## config.mk

```make
export PLATFORM = sky130hd
export DESIGN_NAME = mw_writeback_stage_flat
export DESIGN_NICKNAME = d
export VERILOG_FILES = /design/src/rtl/mw_writeback_stage_if.sv /design/src/rtl/mw_writeback_stage.sv /design/src/flat_wrapper.sv
export SDC_FILE = /design/constraint.sdc
export NUM_CORES = 1
export LEC_CHECK = 0
export BUFFER_PORTS_ARGS = -buffer_cell sky130_fd_sc_hd__clkbuf_2
export CAP_MARGIN = 40
export CORE_ASPECT_RATIO = 1.75
export CORE_MARGIN = 2
export CORE_UTILIZATION = 48
export DETAILED_ROUTE_END_ITERATION = 8
export PLACE_DENSITY = 0.81
export SKIP_CTS_REPAIR_TIMING = 1
export SKIP_LAST_GASP = 1
export SYNTH_ARGS = -nofsm -noshare
export SYNTH_HDL_FRONTEND = slang
export SYNTH_SLANG_ARGS = --single-unit
```

## constraint.sdc

```tcl
create_clock -name clock -period 2.1 [get_ports clock]
set_input_delay 0.42 -clock clock [delete_from_list [all_inputs] [get_ports clock]]
set_output_delay 0.42 -clock clock [all_outputs]
set_load 0.02 [all_outputs]
```

## src/rtl/mw_writeback_stage_if.sv

```systemverilog
// Bus between the X/M stage, the M/W latch and the regfile/bypass consumers.
// The slave modport is the writeback stage; the master modport is whatever drives it.
interface mw_writeback_stage_if;
  logic        stall;
  logic        flush;
  logic [31:0] xm_ir;
  logic [31:0] xm_o;
  logic [4:0]  xm_rd;
  logic        xm_exc;
  logic [31:0] dmem_q;
  logic        exc_ack;

  logic [31:0] mw_ir;
  logic        rf_we;
  logic [4:0]  rf_wr_reg;
  logic [31:0] rf_wr_data;
  logic        byp_valid;
  logic [4:0]  byp_rd;
  logic [31:0] byp_data;
  logic        exc_pulse;
  logic        exc_pending;
  logic [2:0]  exc_last;

  modport master (
    output stall, flush, xm_ir, xm_o, xm_rd, xm_exc, dmem_q, exc_ack,
    input  mw_ir, rf_we, rf_wr_reg, rf_wr_data, byp_valid, byp_rd, byp_data,
           exc_pulse, exc_pending, exc_last
  );

  modport slave (
    input  stall, flush, xm_ir, xm_o, xm_rd, xm_exc, dmem_q, exc_ack,
    output mw_ir, rf_we, rf_wr_reg, rf_wr_data, byp_valid, byp_rd, byp_data,
           exc_pulse, exc_pending, exc_last
  );
endinterface

```

## src/rtl/mw_writeback_stage.sv

```systemverilog
// M/W pipeline latch, writeback decode, bypass source and sticky exception status.
// Define MW_EXC_COUNT_EN to add saturating per-code exception counters on exc_cnt.
module mw_writeback_stage #(
  parameter int unsigned CNT_W = 8
) (
  input  logic                   clock,
  input  logic                   reset_n,
  mw_writeback_stage_if.slave    bus
`ifdef MW_EXC_COUNT_EN
  ,
  output logic [5*CNT_W-1:0]     exc_cnt
`endif
);

  localparam logic [4:0] OpAlu  = 5'b00000;
  localparam logic [4:0] OpAddi = 5'b00101;
  localparam logic [4:0] OpLw   = 5'b01000;
  localparam logic [4:0] OpJal  = 5'b00011;
  localparam logic [4:0] OpSetx = 5'b10101;

  localparam logic [4:0] AluAdd = 5'b00000;
  localparam logic [4:0] AluSub = 5'b00001;
  localparam logic [4:0] AluMul = 5'b00110;
  localparam logic [4:0] AluDiv = 5'b00111;

  localparam logic [4:0] RegExc = 5'd30;

  logic [31:0] ir_q, ir_d;
  logic [31:0] o_q, o_d;
  logic [4:0]  rd_q, rd_d;
  logic        exc_q, exc_d;
  logic [31:0] q_q, q_d;
  logic        held_q, held_d;
  logic        pending_q, pending_d;
  logic [2:0]  last_q, last_d;

  logic [4:0]  opcode;
  logic [4:0]  aluop;
  logic        is_writer;
  logic        exc_kind;
  logic        code_ok;
  logic        we;
  logic [31:0] wr_data;
  logic        pulse;

  always_comb begin
    opcode    = ir_q[31:27];
    aluop     = ir_q[6:2];
    is_writer = (opcode == OpAlu) || (opcode == OpAddi) || (opcode == OpLw) ||
                (opcode == OpJal) || (opcode == OpSetx);
    exc_kind  = ((opcode == OpAlu) &&
                 ((aluop == AluAdd) || (aluop == AluSub) ||
                  (aluop == AluMul) || (aluop == AluDiv))) ||
                (opcode == OpAddi);
    code_ok   = (o_q >= 32'd1) && (o_q <= 32'd5);
    we        = is_writer && (rd_q != 5'd0);
    wr_data   = (opcode == OpLw) ? q_q : o_q;
    // A latch held by stall still carries the same instruction; pulse only on its first cycle.
    pulse     = exc_q && exc_kind && (rd_q == RegExc) && code_ok && !held_q;
  end

  always_comb begin
    ir_d      = ir_q;
    o_d       = o_q;
    rd_d      = rd_q;
    exc_d     = exc_q;
    q_d       = q_q;
    held_d    = 1'b0;
    pending_d = pending_q;
    last_d    = last_q;

    if (bus.flush) begin
      ir_d  = 32'd0;
      o_d   = 32'd0;
      rd_d  = 5'd0;
      exc_d = 1'b0;
      q_d   = 32'd0;
    end else if (bus.stall) begin
      held_d = 1'b1;
    end else begin
      ir_d  = bus.xm_ir;
      o_d   = bus.xm_o;
      rd_d  = bus.xm_rd;
      exc_d = bus.xm_exc;
      q_d   = bus.dmem_q;
    end

    // A new exception wins over a simultaneous acknowledge.
    if (pulse) begin
      pending_d = 1'b1;
      last_d    = o_q[2:0];
    end else if (bus.exc_ack) begin
      pending_d = 1'b0;
    end
  end

  always_ff @(posedge clock or negedge reset_n) begin
    if (!reset_n) begin
      ir_q      <= 32'd0;
      o_q       <= 32'd0;
      rd_q      <= 5'd0;
      exc_q     <= 1'b0;
      q_q       <= 32'd0;
      held_q    <= 1'b0;
      pending_q <= 1'b0;
      last_q    <= 3'd0;
    end else begin
      ir_q      <= ir_d;
      o_q       <= o_d;
      rd_q      <= rd_d;
      exc_q     <= exc_d;
      q_q       <= q_d;
      held_q    <= held_d;
      pending_q <= pending_d;
      last_q    <= last_d;
    end
  end

`ifdef MW_EXC_COUNT_EN
  logic [4:0][CNT_W-1:0] cnt_q, cnt_d;

  always_comb begin
    cnt_d = cnt_q;
    for (int i = 0; i < 5; i++) begin
      if (pulse && (o_q[2:0] == 3'(i + 1)) && (cnt_q[i] != {CNT_W{1'b1}})) begin
        cnt_d[i] = cnt_q[i] + CNT_W'(1);
      end
    end
  end

  always_ff @(posedge clock or negedge reset_n) begin
    if (!reset_n) begin
      cnt_q <= '0;
    end else begin
      cnt_q <= cnt_d;
    end
  end

  assign exc_cnt = cnt_q;
`endif

  assign bus.mw_ir       = ir_q;
  assign bus.rf_we       = we;
  assign bus.rf_wr_reg   = rd_q;
  assign bus.rf_wr_data  = wr_data;
  assign bus.byp_valid   = we;
  assign bus.byp_rd      = rd_q;
  assign bus.byp_data    = wr_data;
  assign bus.exc_pulse   = pulse;
  assign bus.exc_pending = pending_q;
  assign bus.exc_last    = last_q;

endmodule

```

## src/flat_wrapper.sv

```systemverilog
// flat-port wrapper written by rule: the top's interface ports become plain ports
module mw_writeback_stage_flat 
#(
  parameter int unsigned CNT_W = 8
)
  (clock, reset_n, bus_stall, bus_flush, bus_xm_ir, bus_xm_o, bus_xm_rd, bus_xm_exc, bus_dmem_q, bus_exc_ack, bus_mw_ir, bus_rf_we, bus_rf_wr_reg, bus_rf_wr_data, bus_byp_valid, bus_byp_rd, bus_byp_data, bus_exc_pulse, bus_exc_pending, bus_exc_last);
  mw_writeback_stage_if bus_i ();
  input  logic clock;
  input  logic reset_n;
  input wire logic [$bits(bus_i.stall)-1:0] bus_stall;
  input wire logic [$bits(bus_i.flush)-1:0] bus_flush;
  input wire logic [$bits(bus_i.xm_ir)-1:0] bus_xm_ir;
  input wire logic [$bits(bus_i.xm_o)-1:0] bus_xm_o;
  input wire logic [$bits(bus_i.xm_rd)-1:0] bus_xm_rd;
  input wire logic [$bits(bus_i.xm_exc)-1:0] bus_xm_exc;
  input wire logic [$bits(bus_i.dmem_q)-1:0] bus_dmem_q;
  input wire logic [$bits(bus_i.exc_ack)-1:0] bus_exc_ack;
  output wire logic [$bits(bus_i.mw_ir)-1:0] bus_mw_ir;
  output wire logic [$bits(bus_i.rf_we)-1:0] bus_rf_we;
  output wire logic [$bits(bus_i.rf_wr_reg)-1:0] bus_rf_wr_reg;
  output wire logic [$bits(bus_i.rf_wr_data)-1:0] bus_rf_wr_data;
  output wire logic [$bits(bus_i.byp_valid)-1:0] bus_byp_valid;
  output wire logic [$bits(bus_i.byp_rd)-1:0] bus_byp_rd;
  output wire logic [$bits(bus_i.byp_data)-1:0] bus_byp_data;
  output wire logic [$bits(bus_i.exc_pulse)-1:0] bus_exc_pulse;
  output wire logic [$bits(bus_i.exc_pending)-1:0] bus_exc_pending;
  output wire logic [$bits(bus_i.exc_last)-1:0] bus_exc_last;
  assign bus_i.stall = bus_stall;
  assign bus_i.flush = bus_flush;
  assign bus_i.xm_ir = bus_xm_ir;
  assign bus_i.xm_o = bus_xm_o;
  assign bus_i.xm_rd = bus_xm_rd;
  assign bus_i.xm_exc = bus_xm_exc;
  assign bus_i.dmem_q = bus_dmem_q;
  assign bus_i.exc_ack = bus_exc_ack;
  assign bus_mw_ir = bus_i.mw_ir;
  assign bus_rf_we = bus_i.rf_we;
  assign bus_rf_wr_reg = bus_i.rf_wr_reg;
  assign bus_rf_wr_data = bus_i.rf_wr_data;
  assign bus_byp_valid = bus_i.byp_valid;
  assign bus_byp_rd = bus_i.byp_rd;
  assign bus_byp_data = bus_i.byp_data;
  assign bus_exc_pulse = bus_i.exc_pulse;
  assign bus_exc_pending = bus_i.exc_pending;
  assign bus_exc_last = bus_i.exc_last;
  mw_writeback_stage #(.CNT_W(CNT_W)) u_core (.clock(clock), .reset_n(reset_n), .bus(bus_i));
endmodule
```

; ---- After elaboration in Yosys (flattened, before gate mapping)
; Cells that the tools add are included.
[op_classes]
n_reduce_logical = 20
n_eq_ne = 9
muxes = 15
order_cmp = 2
[op_table]
columns = cell, count
row1 = 32-bit two-way mux, 7
row2 = "32-bit by 1-bit >= comparator with 1-bit output, second input constant", 1
row3 = "32-bit by 3-bit less-or-equal comparator with 1-bit output, second input constant", 1
row4 = "5-bit by 3-bit == test with 1-bit output, second input constant", 3
row5 = "5-bit == test, second input constant", 2
row6 = 5-bit logical NOT, 2
row7 = 5-bit two-way mux, 2
row8 = 1-bit logical OR, 8
row9 = 1-bit logical AND, 7
row10 = 1-bit two-way mux, 6
row11 = "5-bit by 1-bit == test with 1-bit output, second input constant", 1
row12 = "5-bit by 2-bit == test with 1-bit output, second input constant", 1
row13 = "5-bit by 4-bit == test with 1-bit output, second input constant", 1
row14 = 5-bit nonzero test, 1
row15 = "2-bit by 1-bit != test with 1-bit output, second input constant", 1
row16 = 2-bit nonzero test, 1
row17 = 1-bit logical NOT, 1
[word_totals]
out_inout_bits = 113
elab_cells = 54
regBits = 107
input_bits = 107

; ---- Depth between registers and ports, before layout
; Gate-level depths: netlist (run 1).
[logic_depth]
word_depth = 11
depth_mapped = 5
mapped_depth_nobuf = 4

; ---- Least setup slack after synthesis (run 1)
; No wires, ideal clock.
[synth_timing]
path_type = register to output
startpoint = register u_core.rd_q[0], in the netlist u_core.bus.byp_rd[0]
endpoint = output bus_exc_pulse
path_slack_ns = -0.116
n_path_buf = 0
required_time_ns = 1.680
arrival_ns = 1.796
stages_incl_launch_ff = 5
path_cell_list = dfrtp_1 -> or4_4 -> nor4_2 -> nand2_1 -> nor3_1
[synth_between]
elab_chain_len = 4
[synth_rtl]
columns = element, line_no
row1 = start: declaration, mw_writeback_stage.sv:30  ; logic [4:0] rd_q, rd_d;
row2 = start signal: assignment, mw_writeback_stage.sv:110  ; rd_q <= rd_d;
row3 = 5-bit == test, mw_writeback_stage.sv:59  ; pulse = exc_q && exc_kind && (rd_q == RegExc) && code_ok && !held_q;
row4 = 1-bit logical AND (3 in a row), mw_writeback_stage.sv:59
row5 = end: declaration, flat_wrapper.sv:25  ; output wire logic [$bits(bus_i.exc_pulse)-1:0] bus_exc_pulse;
; Every way passes these cells.

; ---- Worst setup path in the final report (run 1)
[layout_timing]
startpoint = register u_core.o_q[30]
endpoint = output bus_exc_pulse
[layout_between]
elab_chain_len = 4
elab_cells_between_ends = 5
cone_classes = 2 x order compare / 3 x reduce/logical
[layout_rtl]
columns = element, line_no
row1 = start: declaration, mw_writeback_stage.sv:29  ; logic [31:0] o_q, o_d;
row2 = start signal: assignment, mw_writeback_stage.sv:100  ; o_q <= 32'd0;
row3 = start signal: assignment, mw_writeback_stage.sv:109  ; o_q <= o_d;
row4 = 32-bit by 1-bit >= comparator with 1-bit output / 32-bit by 3-bit less-or-equal comparator with 1-bit output (equally long branches), mw_writeback_stage.sv:55  ; code_ok = (o_q >= 32'd1) && (o_q <= 32'd5);
row5 = 1-bit logical AND (*), mw_writeback_stage.sv:55
row6 = 1-bit logical AND (*) (2 in a row), mw_writeback_stage.sv:59
; Mark *: on every way between the ends. The rest lies on a longest branch, timed or not.

==> impl_results.md, run 1 <==
* Hold_ws at 0.135 ns
* Yosys warnings at 0
* Slew @ Worst Pin at 0.577 ns
* Die X at between 80 and 90 um
* Hold Fails Final Rpt at 0
* Clock transition at path regs at 0.07 ns
* Reg2Reg Launch Point: u_core.bus.mw_ir[30]$_DFFE_PN0N_
* Pre-CTS setup slack at between 0.06 and 0.07 ns
* # fillers at between 700 and 800
* Clock skew at 0.00743 ns
* Crit-path cells: or4_4 -> nor4_4 -> nand2_1 -> nor3_2 -> buf_4
* Worst Setup EP: bus_exc_pulse
* Flops & latches, synth at between 100 and 150
* CTS tree: yes
* Worst EP arrival at 1.89 ns
* Startpoint Class: flip-flop
* CTS H-tree depth at 3
* Main synth FF type: dfrtp_1
* Hold WC Path Type: primary input to async pin
* R2R depth at 4
* Flop2flop setup slack at 0.07 ns
* Max_cap viols at 0
* Pint at 3690 uW
* RSZ-0062 raised after global routing: true
* Switch share at 0.273
* Worst r2r dst: u_core.bus.exc_last[1]$_DFFE_PN0P_
* IO Count at 220
* Pin count of the biggest net entering global routing at 108
* WP data required at 1.68 ns
* Dpl cells at 739
* Post-synthesis cell type count at 27
* Skew-Pair Late Insertion Delay at 0.35 ns
* Synth async-reset ratio at 1.00
* Total power at 5080 uW
* Post-route minimum period at between 2 and 2.5 ns
* Die height at 140 um
* Final worst setup slack at -0.206 ns
* Area of the multi-input gates at 2130 um^2
* Clk sink count at 107
* Crit path kind: flip-flop to output port
* Total wire length at 13.5 mm
* Storage element area at 2680 um^2
* Register area share after synthesis at 0.525
* Post-synth top area share at 0.525
* GPL Wtd Cong at 0.800
* Crit Path Max Fanout at 2
* Cell area power density at ~750 nW/um^2
* Sequential power share at 0.445
* Root buf cell: clkbuf_16
* Fmax at 434 MHz
* Most common cell in the synthesized netlist: dfrtp_1
* Final non-filler cell total at 759
* Initial drt markers at 198
* GRT Residual Overflow at 0
* Area Growth Syn to Fin at 33.3%
* Mapped Nets at 551
* Worst slew margin at 0.615
* Synthesized area at 5100 um^2
* Crit path depth at 5
* Leading area contributor after synthesis: dfrtp_1
* Routed WL per cell at 17.8 um
* Largest stage delay on the critical path at ~0.55 ns
* Delay-heaviest family, CP: simple AND/OR/NAND/NOR gates
* Share of layout cells above drive strength 1 at 0.472
* Worst vdd ir at 0.470 mV
* First-pass GRT wire length at roughly 20 mm
* Fin crit share at 1.10
* Total track usage at 0.232
* Die area at 11,500 um^2
* Final Max Tran Viols at 0
* Nets at 733
* CP startpoint: u_core.o_q[30]$_DFFE_PN0N_
* CP bufs+invs at 1
* Post-synth EDFFs at 0
* Vias at 3,949
* Failing checks: negative setup slack
* Switch Pwr at ~1400 uW
* Post-synth top cells: dfrtp_1, nor2_1, mux2i_1
* Initial Util at 0.496
* Clock Tree Buf Depth at 2
* DRC viols at 0
* Post-DP HPWL at about 9.8 mm
* Leakage power at 0.00380 uW
* Syn Area/Cell at roughly 11 um^2
* Syn Inst Count at 444
* Outcome: complete, but fails checks
* Antenna Nets Post-Route at 0
* Vias in the first global route at 4,043
* Slowest CP cell: or4_4
* Rows at 49
* Core area at 10,300 um^2
* Power share of the combinational group at 0.194
* Setup violations, final at 65
* Via density at 5.20
* DR pass1 iterations at 4
* CP endpoint kind: output port
* Initial antenna violation count at 1
* Synth top area cells: dfrtp_1, mux2i_1, nor2_1, mux2_2, buf_4
* Buffers on Ports at 219
* CTS Buf Count at 9
* Clock power share at 0.361
## power groups by stage
stage	sequential [uW]	clock, uW	combinational, uW
2_1_floorplan	2320	0	545
3_3_place_gp	2290	0	880
3_5_place_dp	2290	0	900
4_1_cts	2250	1880	905
5_1_grt	2270	1960	1060
6_report	2260	1830	988
## cell usage in the layout (no fill, tap or decap), drive strengths merged
| master | Yosys | final |
|---|---|---|
| clkinv | 0 | 1 |
| nor2b | 1 | 1 |
| a21oi | 1 | 1 |
| a22o | 1 | 1 |
| nand4 | 2 | 2 |
| buf | 48 | 52 |
| diode | 0 | 1 |
| nor4b | 2 | 2 |
| nor2 | 106 | 106 |
| xnor2 | 1 | 1 |
| clkbuf | 16 | 194 |
| mux2 | 35 | 35 |
| a32oi | 1 | 1 |
| nor4 | 7 | 7 |
| o21bai | 1 | 1 |
| nand2 | 3 | 3 |
| mux2i | 102 | 102 |
| clkinvlp | 0 | 1 |
| or4 | 2 | 2 |
| inv | 1 | 2 |
| nor3 | 3 | 3 |
| a21o | 1 | 1 |
| bufinv | 0 | 2 |
| nand3 | 2 | 2 |
| and4bb | 1 | 1 |
| dfrtp | 107 | 107 |
## flip-flops by register name (all words and copies together) (netlist names)
name and flops:
u_core.bus.exc_last 3, u_core.bus.exc_pending 1, u_core.bus.byp_rd 5, u_core.held_q 1, u_core.exc_q 1, u_core.q_q 32
u_core.bus.mw_ir 32, u_core.o_q 32
## area by class of cell
cell class	count	share of cell area
well taps	127	0.0234
repair buffers	235	0.220
multi-input cells	272	0.313
inverters	1	0.000552
flip-flops and latches	107	0.394
diodes	1	0.000368
clock inverters	5	0.0125
clock buffers	11	0.0357
## worst min path at each step
stage | from | endpoint | slack, ns | depth (start not counted)
after floorplan | reset_n | u_core.bus.byp_rd[0]$_DFFE_PN0N_ | 0.12 | 0
after detailed placement | u_core.bus.exc_pending$_DFFE_PN0P_ | u_core.bus.exc_pending$_DFFE_PN0P_ | 0.49 | 1
final | reset_n | u_core.q_q[4]$_DFFE_PN0N_ | 0.13 | 2
after global routing | reset_n | u_core.exc_q$_DFFE_PN0N_ | 0.20 | 2
after CTS | reset_n | u_core.exc_q$_DFFE_PN0N_ | 0.17 | 2
after global placement | u_core.bus.exc_pending$_DFFE_PN0P_ | u_core.bus.exc_pending$_DFFE_PN0P_ | 0.48 | 1
## logic make-up after synthesis
kind of cell / Yosys count / synth area share
muxes: 137 / 0.279
AOI/OAI and AO/OA: 5 / 0.00760
DFF: 107 / 0.525
xor gates and xnor gates: 1 / 0.00172
buffers and inverters: 65 / 0.0777
and+or+nand+nor: 129 / 0.109
## per-layer routing
layer  GRT usage  vias to the layer above  wire length [um]
met5           0                        -                 0
met4       0.113                        0               478
met3      0.0393                       32               582
met2       0.404                      142              7460
met1       0.268                     1941              5020
li1            -                     1834                 -
## metrics by stage
stage | setup TNS [ns] | utilization | cell area (um^2)
after global routing | -8.62 | 0.660 | 6800
after floorplan | -0.321 | - | 5110
after CTS | -9.68 | 0.627 | 6460
final | -4.35 | 0.660 | 6800
after global placement | 0 | 0.596 | 6130
after detailed placement | 0 | 0.596 | 6130
(Power assumes the default switching activity.)
==> run 2: changes to the inputs <==
CORE_UTILIZATION = 43   (was 48)
PLACE_DENSITY = 0.76   (was 0.81)
clock period = 1.9 ns   (was 2.1 ns; I/O delays follow)
==> impl_results.md, run 2 (synthesis gave the netlist of run 1 again) <==
* Share of layout cells above drive strength 1 at 0.502 (was 0.472)
* Core area at 11,600 um^2 (was 10,300 um^2)
* Final instance area at 7080 um^2 (was 6800 um^2)
* Hold Fails Final Rpt at 30 (was 0)
* Via density at 5.06 (was 5.20)
* Leakage power at 0.00396 uW (was 0.00380 uW)
* Pin count of the biggest net entering global routing at 51 (was 108)
* DRC viols at 0 (unchanged)
* Root buf cell: clkbuf_16 (unchanged)
* Commonest non-fill, non-tap cell in the layout: clkbuf_2 (unchanged)
* Crit-path cells: or4_4 -> nor4_4 -> nand2_2 -> nor3_4 -> buf_6 (was or4_4 -> nor4_4 -> nand2_1 -> nor3_2 -> buf_4)
* Clock transition at path regs at 0.07 ns (about the same)
* Final Max Tran Viols at 0 (unchanged)
* Hold_ws at -0.0156 ns (was 0.135 ns)
* Vias in the first global route at 4,232 (was 4,043)
* GRT Residual Overflow at 0 (unchanged)
* CP bufs+invs at 1 (unchanged)
* Cell area power density at 774 nW/um^2 (was 747 nW/um^2)
* Area of the multi-input gates at 2150 um^2 (was 2130 um^2)
* CTS H-tree depth at 3 (unchanged)
* WP data required at 1.52 ns (was 1.68 ns)
* Total power at 5480 uW (was 5080 uW)
* CTS tree: yes (unchanged)
* Worst EP arrival at 2.00 ns (was 1.89 ns)
* Total wire length at 13.4 mm (was 13.5 mm)
* Ant. Diodes at 0 (was 1)
* Slowest CP cell: or4_4 (unchanged)
* Switch share at 0.285 (was 0.273)
* Die area at 12,800 um^2 (was 11,500 um^2)
* Initial drt markers at 114 (was 198)
* Clock power share at 0.334 (was 0.361)
* Crit path kind: flip-flop to output port (unchanged)
* Startpoint Class: flip-flop (unchanged)
* Fmax at between 400 and 500 MHz
* Pint at 3920 uW (was 3690 uW)
* Skew-Pair Late Insertion Delay at 0.35 ns (about the same)
* Power share of the combinational group at 0.212 (was 0.194)
* Worst vdd ir at 0.441 mV (was 0.470 mV)
* Placed Area at 6280 um^2 (was 6130 um^2)
* Initial Util at 0.441 (was 0.496)
* Switch Pwr at 1560 uW (was 1390 uW)
* GPL Wtd Cong at 0.848 (was 0.800)
* Failing checks: negative hold slack, negative setup slack (was negative setup slack)
* Largest stage delay on the critical path at 0.56 ns (was 0.55 ns)
* Slew @ Worst Pin at 0.468 ns (was 0.577 ns)
* Nets at 759 (was 733)
* Setup violations, final at 69 (was 65)
* CP endpoint kind: output port (unchanged)
* Sequential power share at 0.454 (was 0.445)
* Die X at 86.4 um (was 81.9 um)
* Clock Tree Buf Depth at 2 (unchanged)
* DR pass1 iterations at 4 (unchanged)
* Hold WC Path Type: primary input to async pin (unchanged)
* Fin crit share at 1.26
* Initial antenna violation count at 0 (was 1)
* Max_cap viols at 0 (unchanged)
* Storage element area at 2680 um^2 (about the same)
* Crit Path Max Fanout at 2 (unchanged)
* RSZ-0062 raised after global routing: true (unchanged)
* Final Util at 0.611 (was 0.660)
* Total track usage at 0.203 (was 0.232)
* Final setup TNS at -17.51 ns (was -4.35 ns)
* IO Count at 220 (unchanged)
* Clk sink count at 107 (unchanged)
* Pre-CTS setup slack at -0.186 ns (was 0.0654 ns)
* Outcome: complete, but fails checks (unchanged)
* Post-route minimum period at 2.38 ns
* Clock skew at 0.00976 ns (was 0.00743 ns)
* Most frequent cells in the layout: clkbuf_2, nor2_1, mux2i_1, dfrtp_1, buf_6 (was clkbuf_2, nor2_1, dfrtp_1, mux2i_1, buf_6)
* Post-DP HPWL at 9.64 mm (was 9.83 mm)
* Routed WL per cell at 17.0 um (was 17.8 um)
* Rows at 52 (was 49)
* Vias at 4,011 (was 3,949)
* First-pass GRT wire length at 20.4 mm (was 20.1 mm)
* Die height at 148 um (was 140 um)
* Worst slew margin at 0.688 (was 0.615)
* Area Growth Syn to Fin at 38.8% (was 33.3%)
* Antenna Nets Post-Route at 0 (unchanged)
* Final worst setup slack at -0.485 ns (was -0.206 ns)
* # fillers at 930 (was 788)
* CTS Buf Count at 9 (unchanged)
* Buffers on Ports at 219 (unchanged)
* Delay-heaviest family, CP: simple AND/OR/NAND/NOR gates (unchanged)
[run 2: changes by cell type in the layout (fill, tap and decap cells not counted), moves of 3 or more]
cell and change:
buf_4 +20, buf_2 -4, clkbuf_2 -3, buf_6 +11
[run 2: layer usage]
layer  part of all wire  GRT usage  up-vias
li1                   -          -     1889
met1               0.37      0.228     1933
met2               0.54      0.358      156
met3              0.055     0.0455       33
met4              0.036     0.0953        0
met5                  0          0        -
[run 2: layout make-up]
| class | instances | area share |
|---|---|---|
| Sequential cell | 107 | 0.379 |
| Multi-Input combinational cell | 272 | 0.303 |
| Timing Repair Buffer | 261 | 0.252 |
| Clock buffer | 11 | 0.0357 |
| Tap cell | 135 | 0.0239 |
| Clock inverter | 5 | 0.00601 |
| Inverter | 1 | 0.000530 |
[run 2: worst paths after layout]
kind                                                         start                                 end  slack (ns)  cells past startpoint
worst min-delay path                                       reset_n     u_core.bus.mw_ir[0]$_DFFE_PN0N_       -0.02                      1
worst max-delay path              u_core.bus.byp_rd[0]$_DFFE_PN0N_                       bus_exc_pulse       -0.48                      5
min in group clock                                   bus_xm_ir[27]    u_core.bus.mw_ir[27]$_DFFE_PN0N_        0.27                      3
worst max register to register    u_core.bus.byp_rd[0]$_DFFE_PN0N_  u_core.bus.exc_last[1]$_DFFE_PN0P_       -0.25                      5
max in group asynchronous                                  reset_n    u_core.bus.byp_rd[0]$_DFFE_PN0N_        1.31                      2
worst min register to register  u_core.bus.exc_pending$_DFFE_PN0P_  u_core.bus.exc_pending$_DFFE_PN0P_        0.49                      1
[run 2: worst register-to-register path: cells and delay by family, from the launching register on]
| family | cells | cell delay, ns |
|---|---|---|
| buffers and inverters | 1 | 0.16 |
| flip-flops | 1 | 0.40 |
| multiplexers | 1 | 0.31 |
| AND/OR/NAND/NOR | 3 | 1.18 |
[run 2: power groups by stage]
stage                     sequential, uW  clock (uW)  combinational (uW)
after detailed placement            2530           0                1020
after global placement              2520           0                1000
after floorplan                     2570           0                 606
after global routing                2500        1960                1250
final                               2490        1830                1160
after CTS                           2480        1870                1020
[run 2: stage by stage]
stage / hold WS, ns / instances
floorplan: 0.0844 / 444
global placement: 0.349 / 761
detailed placement: 0.369 / 761
CTS: -0.00672 / 777
global route: 0.00918 / 792
finish: -0.0156 / 792
==> run 3: changes to the inputs <==
BUFFER_PORTS_ARGS = default   (was -buffer_cell sky130_fd_sc_hd__clkbuf_2)
CORE_UTILIZATION = 50   (was 43)
DONT_BUFFER_PORTS = 1   (was default)
PLACE_DENSITY = 0.68   (was 0.76)
==> impl_results.md, run 3 (synthesis gave the netlist of run 1 again) <==
* Core area at 9910 um^2 (was 11,600 um^2)
* DR pass1 iterations at 4 (unchanged)
* IO Count at 220 (unchanged)
* Ant. Diodes at 0 (unchanged)
* Clock Tree Buf Depth at 2 (unchanged)
* Area Growth Syn to Fin at 11.0% (was 38.8%)
* WP data required at 1.52 ns (about the same)
* Via density at 5.59 (was 5.06)
* Slowest CP cell: or4_4 (unchanged)
* Area of the multi-input gates at 2210 um^2 (was 2150 um^2)
* Storage element area at 2680 um^2 (about the same)
* Die height at 138 um (was 148 um)
* Nets at 530 (was 759)
* Pin count of the biggest net entering global routing at 108 (was 51)
* Failing checks: negative hold slack, negative setup slack (unchanged)
* CTS Buf Count at 9 (unchanged)
* Clock skew at 0.00470 ns (was 0.00976 ns)
* Delay-heaviest family, CP: simple AND/OR/NAND/NOR gates (unchanged)
* Initial antenna violation count at 0 (unchanged)
* GRT Residual Overflow at 0 (unchanged)
* Worst vdd ir at 0.736 mV (was 0.441 mV)
* Vias in the first global route at 3,381 (was 4,232)
* CP endpoint kind: output port (unchanged)
* Post-route minimum period at 2.34 ns (was 2.38 ns)
* Cell area power density at 936 nW/um^2 (was 774 nW/um^2)
* First-pass GRT wire length at 17.1 mm (was 20.4 mm)
* CTS H-tree depth at 3 (unchanged)
* Final Max Tran Viols at 0 (unchanged)
* Reg2Reg Launch Point: u_core.o_q[25]$_DFFE_PN0N_ (was u_core.bus.byp_rd[0]$_DFFE_PN0N_)
* Pre-CTS setup slack at -0.154 ns (was -0.186 ns)
* Crit path kind: flip-flop to output port (unchanged)
* RSZ-0062 raised after global routing: true (unchanged)
* Flop2flop setup slack at -0.07 ns (was -0.25 ns)
* Slew @ Worst Pin at 0.329 ns (was 0.468 ns)
* Hold WC Path Type: primary input to async pin (unchanged)
* Fmax at 427 MHz (was 419 MHz)
* Share of layout cells above drive strength 1 at 0.225 (was 0.502)
* Clock transition at path regs at 0.07 ns (about the same)
* Skew-Pair Late Insertion Delay at 0.34 ns (was 0.35 ns)
* DRC viols at 0 (unchanged)
* Final setup TNS at -6.65 ns (was -17.51 ns)
* Crit-path cells: or4_4 -> nor4_4 -> nand2_1 -> nor3_4 (was or4_4 -> nor4_4 -> nand2_2 -> nor3_4 -> buf_6)
* Setup violations, final at 68 (was 69)
* Worst EP arrival at 1.96 ns (was 2.00 ns)
* Worst slew margin at 0.778 (was 0.688)
* Total wire length at 11.3 mm (was 13.4 mm)
* CTS tree: yes (unchanged)
* Hold Fails Final Rpt at 107 (was 30)
* Vias at 3,088 (was 4,011)
* Most frequent cells in the layout: nor2_1, dfrtp_1, mux2i_1, mux2_4, buf_4 (was clkbuf_2, nor2_1, mux2i_1, dfrtp_1, buf_6)
* Max_cap viols at 0 (unchanged)
* Buffers on Ports at 0 (was 219)
* Initial Util at 0.515 (was 0.441)
* Hold_ws at -0.266 ns (was -0.0156 ns)
* Post-DP HPWL at 7.83 mm (was 9.64 mm)
* Initial drt markers at 156 (was 114)
* GPL Wtd Cong at 0.768 (was 0.848)
* Clk sink count at 107 (unchanged)
* Die X at 80.4 um (was 86.4 um)
* Leakage power at 0.00295 uW (was 0.00396 uW)
* Crit Path Max Fanout at 3 (was 2)
* Fin crit share at 1.23 (was 1.26)
* Outcome: complete, but fails checks (unchanged)
* Startpoint Class: flip-flop (unchanged)
* R2R depth at 4 (was 5)
* Routed WL per cell at 20.5 um (was 17.0 um)
* # fillers at 850 (was 930)
* CP bufs+invs at 0 (was 1)
* Total track usage at 0.203 (about the same)
* Rows at 48 (was 52)
* Worst r2r dst: u_core.bus.exc_last[1]$_DFFE_PN0P_ (unchanged)
* Root buf cell: clkbuf_16 (unchanged)
* Final worst setup slack at -0.444 ns (was -0.485 ns)
* Largest stage delay on the critical path at 0.55 ns (was 0.56 ns)
* Antenna Nets Post-Route at 0 (unchanged)
* Commonest non-fill, non-tap cell in the layout: nor2_1 (was clkbuf_2)
* Die area at 11,100 um^2 (was 12,800 um^2)
run 3: final cells by class:
| cell class | count | share of cell area |
|---|---|---|
| clock buffer | 11 | 0.0428 |
| multi-input combinational | 272 | 0.390 |
| timing repair buffer | 32 | 0.0481 |
| clock inverter | 4 | 0.0174 |
| inverter | 1 | 0.000662 |
| tap | 125 | 0.0276 |
| sequential | 107 | 0.473 |
run 3: how the worst max path moves through the flow:
| stage | startpoint | to | cells after the start |
|---|---|---|---|
| after CTS | u_core.o_q[25]$_DFFE_PN0N_ | bus_exc_pulse | 4 |
| after global placement | u_core.o_q[25]$_DFFE_PN0N_ | bus_exc_pulse | 4 |
| after floorplan | u_core.bus.mw_ir[31]$_DFFE_PN0N_ | bus_rf_wr_data[2] | 5 |
| after global routing | u_core.o_q[25]$_DFFE_PN0N_ | bus_exc_pulse | 4 |
| final | u_core.o_q[25]$_DFFE_PN0N_ | bus_exc_pulse | 4 |
| after detailed placement | u_core.o_q[25]$_DFFE_PN0N_ | bus_exc_pulse | 4 |
run 3: power breakdown:
| group | leakage [uW] | internal, uW | switching (uW) |
|---|---|---|---|
| clock network | 0.000166 | 1320 | 800 |
| logic | 0.00137 | 297 | 361 |
| registers | 0.00142 | 2400 | 126 |
run 3: routing by layer:
layer	global-route usage	share of wire	vias to the layer above	routed length, um
met1	0.240	0.38	1530	4320
met2	0.351	0.54	126	6090
met3	0.0570	0.069	9	782
met5	0	0	-	0
li1	-	-	1423	-
met4	0.0716	0.013	0	144
run 3: through the flow:
| step | power [uW] | area (um^2) | std cells | util |
|---|---|---|---|---|
| after detailed placement | 3170 | 5110 | 534 | 0.516 |
| after floorplan | 3170 | 5130 | 444 | - |
| after global routing | 5510 | 5670 | 552 | 0.572 |
| final | 5310 | 5670 | 552 | 0.572 |
| after CTS | 5290 | 5460 | 549 | 0.551 |
| after global placement | 3150 | 5110 | 534 | 0.516 |
